## src/rtl/mmult_pkg.sv

```systemverilog
// Shared definitions for the 3x3 matrix-multiply arbiter: widths, FSM encoding
// and packed-matrix slice helpers.
package mmult_pkg;

  localparam int MM_DW      = 8;
  localparam int MM_CW      = 18;
  localparam int MM_ELEMS   = 9;
  localparam int MM_TIMEOUT = 64;

  localparam logic [1:0] ST_IDLE  = 2'd0;
  localparam logic [1:0] ST_CLEAR = 2'd1;
  localparam logic [1:0] ST_RUN   = 2'd2;
  localparam logic [1:0] ST_DONE  = 2'd3;

  // LSB of requester req_idx's whole matrix inside a per-requester packed bus.
  function automatic int mat_lsb(input int req_idx, input int elem_w);
    return req_idx * MM_ELEMS * elem_w;
  endfunction

  // LSB of element elem (row-major, element 0 in the top bits) within one matrix.
  function automatic int elem_lsb(input int elem, input int elem_w);
    return (MM_ELEMS - 1 - elem) * elem_w;
  endfunction

endpackage

```

## src/rtl/rr_pick.sv

```systemverilog
// Combinational round-robin selector: first active request strictly after
// i_last, wrapping around, returned one-hot.
module rr_pick #(
  parameter int NUM_REQ = 2,
  parameter int LW      = $clog2(NUM_REQ)
) (
  input  logic [NUM_REQ-1:0] i_req,
  input  logic [LW-1:0]      i_last,
  output logic [NUM_REQ-1:0] o_win,
  output logic               o_any
);

  logic [NUM_REQ-1:0] w_win;
  logic               w_found;

  always_comb begin
    w_win   = '0;
    w_found = 1'b0;
    for (int k = 1; k <= NUM_REQ; k++) begin
      if (!w_found && i_req[(int'(i_last) + k) % NUM_REQ]) begin
        w_win[(int'(i_last) + k) % NUM_REQ] = 1'b1;
        w_found = 1'b1;
      end
    end
  end

  assign o_win = w_win;
  assign o_any = |i_req;

endmodule

```

## src/rtl/mmult_arbiter.sv

```systemverilog
// Round-robin arbiter/sequencer sharing one 3x3 matrix-multiply engine between
// NUM_REQ requesters, with a watchdog on the engine's completion flag.
module mmult_arbiter
  import mmult_pkg::*;
#(
  parameter int NUM_REQ = 2,
  parameter int DW      = MM_DW,
  parameter int CW      = MM_CW,
  parameter int TIMEOUT = MM_TIMEOUT
) (
  input  logic                         clk,
  input  logic                         reset,
  input  logic [NUM_REQ-1:0]           req,
  input  logic [NUM_REQ*MM_ELEMS*DW-1:0] a_mat,
  input  logic [NUM_REQ*MM_ELEMS*DW-1:0] b_mat,
  output logic [NUM_REQ-1:0]           grant,
  output logic [NUM_REQ-1:0]           done,
  output logic                         err,
  output logic [MM_ELEMS*CW-1:0]       c_mat,
  output logic                         busy,
  output logic                         eng_clear,
  output logic                         eng_enable,
  output logic [MM_ELEMS*DW-1:0]       eng_a,
  output logic [MM_ELEMS*DW-1:0]       eng_b,
  input  logic                         eng_valid,
  input  logic [MM_ELEMS*CW-1:0]       eng_c
);

  localparam int LW = $clog2(NUM_REQ);
  localparam int WW = $clog2(TIMEOUT + 1);
  localparam int MW = MM_ELEMS * DW;

  logic [1:0]             r_state;
  logic [NUM_REQ-1:0]     r_grant;
  logic [LW-1:0]          r_last;
  logic [WW-1:0]          r_wd;
  logic                   r_err;
  logic [MM_ELEMS*CW-1:0] r_c;
  logic [MW-1:0]          r_a;
  logic [MW-1:0]          r_b;

  logic [NUM_REQ-1:0]     w_win;
  logic                   w_any;
  logic [LW-1:0]          w_idx;

  rr_pick #(.NUM_REQ(NUM_REQ), .LW(LW)) u_pick (
    .i_req  (req),
    .i_last (r_last),
    .o_win  (w_win),
    .o_any  (w_any)
  );

  always_comb begin
    w_idx = '0;
    for (int i = 0; i < NUM_REQ; i++)
      if (w_win[i]) w_idx = LW'(i);
  end

  always_ff @(posedge clk) begin
    if (reset) begin
      r_state <= ST_IDLE;
      r_grant <= '0;
      r_last  <= LW'(NUM_REQ - 1);
      r_wd    <= '0;
      r_err   <= 1'b0;
      r_c     <= '0;
      r_a     <= '0;
      r_b     <= '0;
    end else begin
      case (r_state)
        ST_IDLE: begin
          if (w_any) begin
            r_a     <= a_mat[mat_lsb(int'(w_idx), DW) +: MW];
            r_b     <= b_mat[mat_lsb(int'(w_idx), DW) +: MW];
            r_grant <= w_win;
            r_last  <= w_idx;
            r_wd    <= '0;
            r_state <= ST_CLEAR;
          end
        end
        ST_CLEAR: r_state <= ST_RUN;
        ST_RUN: begin
          r_wd <= r_wd + 1'b1;
          if (eng_valid) begin
            r_c     <= eng_c;
            r_err   <= 1'b0;
            r_state <= ST_DONE;
          end else if (r_wd == WW'(TIMEOUT - 1)) begin
            // c_mat deliberately keeps the previous result; err marks it stale.
            r_err   <= 1'b1;
            r_state <= ST_DONE;
          end
        end
        default: begin
          r_grant <= '0;
          r_state <= ST_IDLE;
        end
      endcase
    end
  end

  assign grant      = r_grant;
  assign done       = (r_state == ST_DONE) ? r_grant : '0;
  assign err        = r_err;
  assign c_mat      = r_c;
  assign busy       = (r_state != ST_IDLE);
  assign eng_clear  = (r_state == ST_CLEAR);
  assign eng_enable = (r_state == ST_RUN);
  assign eng_a      = r_a;
  assign eng_b      = r_b;

endmodule

```

## config.mk

```make
export PLATFORM = sky130hd
export DESIGN_NAME = mmult_arbiter
export DESIGN_NICKNAME = d
export VERILOG_FILES = /design/src/rtl/mmult_pkg.sv /design/src/rtl/rr_pick.sv /design/src/rtl/mmult_arbiter.sv
export SDC_FILE = /design/constraint.sdc
export NUM_CORES = 1
export LEC_CHECK = 0
export ABC_CLOCK_PERIOD_IN_PS = 1700
export BUFFER_PORTS_ARGS = -buffer_cell sky130_fd_sc_hd__buf_2
export CAP_MARGIN = 20
export CORE_AREA = 8 8 291 293
export CTS_CLUSTER_DIAMETER = 80
export CTS_CLUSTER_SIZE = 10
export DETAILED_ROUTE_END_ITERATION = 6
export DIE_AREA = 0 0 299 301
export HOLD_SLACK_MARGIN = 0.05
export SLEW_MARGIN = 20
export SYNTH_ARGS = -nofsm -noshare
export SYNTH_HDL_FRONTEND = slang
export SYNTH_SLANG_ARGS = --single-unit
```

## constraint.sdc

```tcl
create_clock -name clk -period 1.7 [get_ports clk]
set_input_delay 0.085 -clock clk [delete_from_list [all_inputs] [get_ports clk]]
set_output_delay 0.085 -clock clk [all_outputs]
set_load 0.05 [all_outputs]
```

==> impl.org <==
** Critical path
- Slowest cell on crit path :: sky130_fd_sc_hd__dfxtp_2
- STA puts the critical path data required time at around 2.1 ns.
- The worst setup path is of the reg2reg kind.
- Worst-path fanout max :: 32
- Register-to-Register Setup Slack :: 0.03 ns
- Crit path cell chain :: inv_2 > ha_4 > inv_2 > nor2_4 > buf_12 > buf_12 > nor2_1 > a211oi_1
- Worst path buffer plus inverter count :: 4
- Count of cells along the worst register-to-register path :: 8
- STA classifies the critical path endpoint as a flip-flop.
- Delay of the slowest cell on the worst path :: 0.32 ns
- Grouping stages by cell kind, the critical path spends the most delay in buffers and inverters.
- In this run the critical register-to-register path is captured at eng_b[57].
- At the worst endpoint, the arrival time is 2.11 ns.
- Launching element type of the critical path :: flip-flop
- In this run the critical register-to-register path is launched from r_state[0].

** Cells and area
- At the end of the flow, the number of nets in the layout was approximately 3100.
- Cells with a size suffix above 1 make up a little under two fifths of the layout.
- Synth-to-layout area growth :: 88.5%

** Drt
- Via count of the routed design :: 15200
- The first detailed-routing pass ran for 5 iterations.
- Number of design-rule violations left by the first detailed-router iteration :: 809
- For this run, design rule violations remaining after detail routing come to 0.
- Routed len/inst :: 16.9 µm
- The count of nets left with antenna violations once routing finished came out at 0.
- The final layout contains routed wiring with a total length of 63300 µm.
- Via/cell ratio :: roughly 4.1

** GRT
- Pin count of the biggest net entering global routing :: 61
- Wire length of the first global-routing pass :: 93300 µm
- Across every metal layer, demand over resource in global routing totals 13.0%.
- Overflow left after global routing :: 0
- The via count of the first global-routing pass is 16000.
- Number of antenna violations at the first check in global routing :: 11

** Yosys
- FF+latch count, synth :: 319
- Post-synthesis net count :: 1883
- In this run, distinct cell masters in the synthesized netlist total 37.
- The most used flip-flop cell after synthesis is sky130_fd_sc_hd__dfxtp_1.
- Averaged over all synthesized cells, the footprint is approximately 9 µm².
- Share of synthesized area occupied by flip-flops and latches :: around half
- Yosys warning count :: 0
- Counting flops with a built-in enable in the synthesized netlist gives 0.
- The cell area that synthesis handed to floorplanning was 0.0127 mm².
- Fraction of synthesis flops using an asynchronous set or reset pin :: 0%
- Post-Syn Instances :: roughly 1400

** Power
- Power density relative to cell area :: 1440 mW/mm²
- Combinational logic is responsible for 49.5% of the overall power.
- Internal power comes to 18.6 mW.
- Clock share of power :: 20.9%
- Net switching power :: between 15 and 20 mW
- Total power of the final layout :: 34.5 mW
- Net switching share of the total power :: 46.0%
- VDD sags by at most approximately 1.5 mV.
- Sequential Power Share :: between 20 and 30%
- Leakage power of the design :: roughly 11 nW

** Die
- Height of the chip :: 301 µm
- The die covers 0.0900 mm².
- The initialized floorplan defines approximately 100 standard-cell rows.
- The initial utilization of the core area, before any placement, comes to 15.9%.
- The core region is 0.0799 mm².
- Boundary pin count :: 769
- Die boundary width :: 299 µm

** Hold path
- Along the worst hold path, the cell count comes to 4.
- The startpoint identified for the worst hold timing path is b_mat[8].
- The min-delay analysis places its worst path in the category in2reg.
- For hold timing, the worst endpoint is eng_b[8].

** Timing
- Setup violations remaining at the end of the flow were counted as 0.
- Count of pins over their slew limit :: 0
- Setup repair after global routing could not meet its margin everywhere.
- Final count of hold timing violations :: 0
- Tightest slew margin relative to the limit :: 64.7%
- Post-Route Hold Slack :: 0.0892 ns
- Part of the cycle the worst path needs :: 98.5%
- Transition time at the pin with the least slew margin :: about 0.53 ns
- The smallest clock period supported by the final layout is computed as 1.67 ns.
- Highest achievable clock rate :: between 500 and 600 MHz
- Setup total negative slack on the finished layout was measured at 0 ns.
- Setup clock skew after layout :: 0.0179 ns

** Clock tree
- CTS saw 319 sinks.
- Counting along the longest clock path gives a buffer depth of 3.
- Clock Root Buffer :: sky130_fd_sc_hd__clkbuf_16
- CTS H-tree lvls :: 2
- Clock latency reported for the late side of the worst-skew pair :: 0.55 ns
- Clock-pin slew was measured on the worst setup and hold paths at 0.06 ns.
- TritonCTS built the clock tree.
- TritonCTS created 38 clock buffers.

** Flow run
- Max-cap violations in this run came to 0.

** Run status
- Result of the run :: complete, no violations

** Placement
- The count of buffers added on input and output ports is 768.
- HPWL reported at the end of detailed placement :: around 43000 µm
- Weighted congestion at the end of routability-driven global placement :: 0.835
## layout by cell type (no fill, tap or decap), drive strengths merged, types with 2 or more instances in the layout
master / n
a211oi: 144
a21oi: 169
and2: 2
buf: 875
clkbuf: 42
dfxtp: 319
diode: 8
dlygate4sd3: 445
ha: 6
inv: 8
mux2i: 144
nand2: 327
nand3: 3
nand3b: 2
nor2: 154
nor2b: 2
nor3: 4
nor3b: 3
nor4: 2
o21ai: 6
xnor2: 5
## synth_stat cells, types with 2 or more instances
cell type                  instances  area, µm²
sky130_fd_sc_hd__buf_6             7       78.8
sky130_fd_sc_hd__nor3b_1           3       22.5
sky130_fd_sc_hd__ha_1              6       75.1
sky130_fd_sc_hd__a211oi_1         95        713
sky130_fd_sc_hd__clkbuf_1         68        255
sky130_fd_sc_hd__nor2_1          152        571
sky130_fd_sc_hd__nand3_1           2       10.0
sky130_fd_sc_hd__a21oi_1         169        846
sky130_fd_sc_hd__nor2b_1           2       12.5
sky130_fd_sc_hd__a211oi_2         49        613
sky130_fd_sc_hd__xnor2_1           5       43.8
sky130_fd_sc_hd__nand3b_1          2       15.0
sky130_fd_sc_hd__mux2i_1         144       1440
sky130_fd_sc_hd__and2_1            2       12.5
sky130_fd_sc_hd__buf_4            10       75.1
sky130_fd_sc_hd__dfxtp_1         319       6390
sky130_fd_sc_hd__nor3_1            4       20.0
sky130_fd_sc_hd__buf_2            30        150
sky130_fd_sc_hd__inv_1             4       15.0
sky130_fd_sc_hd__o21ai_0           6       30.0
sky130_fd_sc_hd__nand2_1         326       1220
sky130_fd_sc_hd__nor4_1            2       12.5
## cell type report
| type | count | area (µm²) |
|---|---|---|
| flip-flops and latches | 319 | 6390 |
| fillers | 8179 | 55900 |
| inverters | 5 | 18.8 |
| repair buffers | 1321 | 9380 |
| well taps | 1060 | 1330 |
| clock buffers | 41 | 972 |
| diodes | 8 | 20.0 |
| multi-input cells | 981 | 5850 |
| clock inverters | 4 | 42.5 |
## state kept, by name, indices dropped and copies added, names as in the netlist
signal   flops
c_mat      162
eng_a       72
eng_b       72
err          1
grant        2
r_last       1
r_state      2
r_wd         7
## per-stage QoR
stage          cell area [µm²]  cells  setup WS [ns]  utilization, %
2_1_floorplan            12800   1422        -0.0268               -
3_3_place_gp             18400   3237        -0.0296            23.0
3_5_place_dp             18400   3237        -0.0202            23.0
4_1_cts                  23900   3727        -0.0113            29.9
5_1_grt                  24000   3737        -0.0188            30.0
6_report                 24000   3739         0.0258            30.0
## power groups by stage
stage | Clock, mW | Combinational (mW) | Sequential (mW)
6_report | 7.21 | 17.1 | 10.2
3_3_place_gp | 0 | 15.8 | 10.3
3_5_place_dp | 0 | 15.9 | 10.3
5_1_grt | 7.75 | 18.1 | 10.4
2_1_floorplan | 0 | 5.16 | 16.3
4_1_cts | 7.51 | 16.8 | 10.2
## what timing repair did
action | 4_1_cts | 5_1_grt
resized for setup | 12 | 20
hold endpoints to repair | 310 | 0
gates cloned | 0 | 1
setup endpoints to repair | 6 | 82
setup buffers | 0 | 3
pin swaps | 0 | 3
hold buffers | 445 | 0
## worst max-delay path by stage
| stage | start | end | slack (ns) | cells past startpoint |
|---|---|---|---|---|
| after floorplan | r_state[0] | c_mat[111] | -0.03 | 7 |
| after global placement | r_state[1] | r_state[0] | -0.03 | 6 |
| after detailed placement | r_last | eng_b[20] | -0.02 | 6 |
| after CTS | r_state[1] | busy | -0.01 | 5 |
| after global routing | r_state[1] | eng_b[16] | -0.02 | 8 |
| final | r_state[0] | eng_b[57] | 0.03 | 8 |
## worst reg2reg max path, cell delays in order, from the launching register on
cell	delay [ns]
sky130_fd_sc_hd__dfxtp_2	0.32
sky130_fd_sc_hd__inv_2	0.09
sky130_fd_sc_hd__ha_4	0.16
sky130_fd_sc_hd__inv_2	0.05
sky130_fd_sc_hd__nor2_4	0.09
sky130_fd_sc_hd__buf_12	0.22
sky130_fd_sc_hd__buf_12	0.30
sky130_fd_sc_hd__nor2_1	0.07
sky130_fd_sc_hd__a211oi_1	0.26
## per-layer routing
layer,up-vias,wire [µm],GRT usage (%)
met5,-,27,0
met4,4,3130,6.73
met3,197,4880,3.77
met2,698,31400,22.8
met1,6926,23900,14.1
li1,7329,-,-
## kinds of logic (layout without fill, tap and decap cells)
kind of cell | count (synthesis) | in the layout | share of synthesized area [%]
simple gates | 502 | 502 | 15.4
mux | 144 | 144 | 11.3
other cells | 0 | 8 | 0
xor+xnor | 5 | 5 | 0.344
buf+inv | 122 | 1371 | 4.67
fa+ha+maj | 6 | 6 | 0.589
flops | 319 | 319 | 50.1
compound gates | 324 | 324 | 17.6
(Power assumes the default switching activity.)
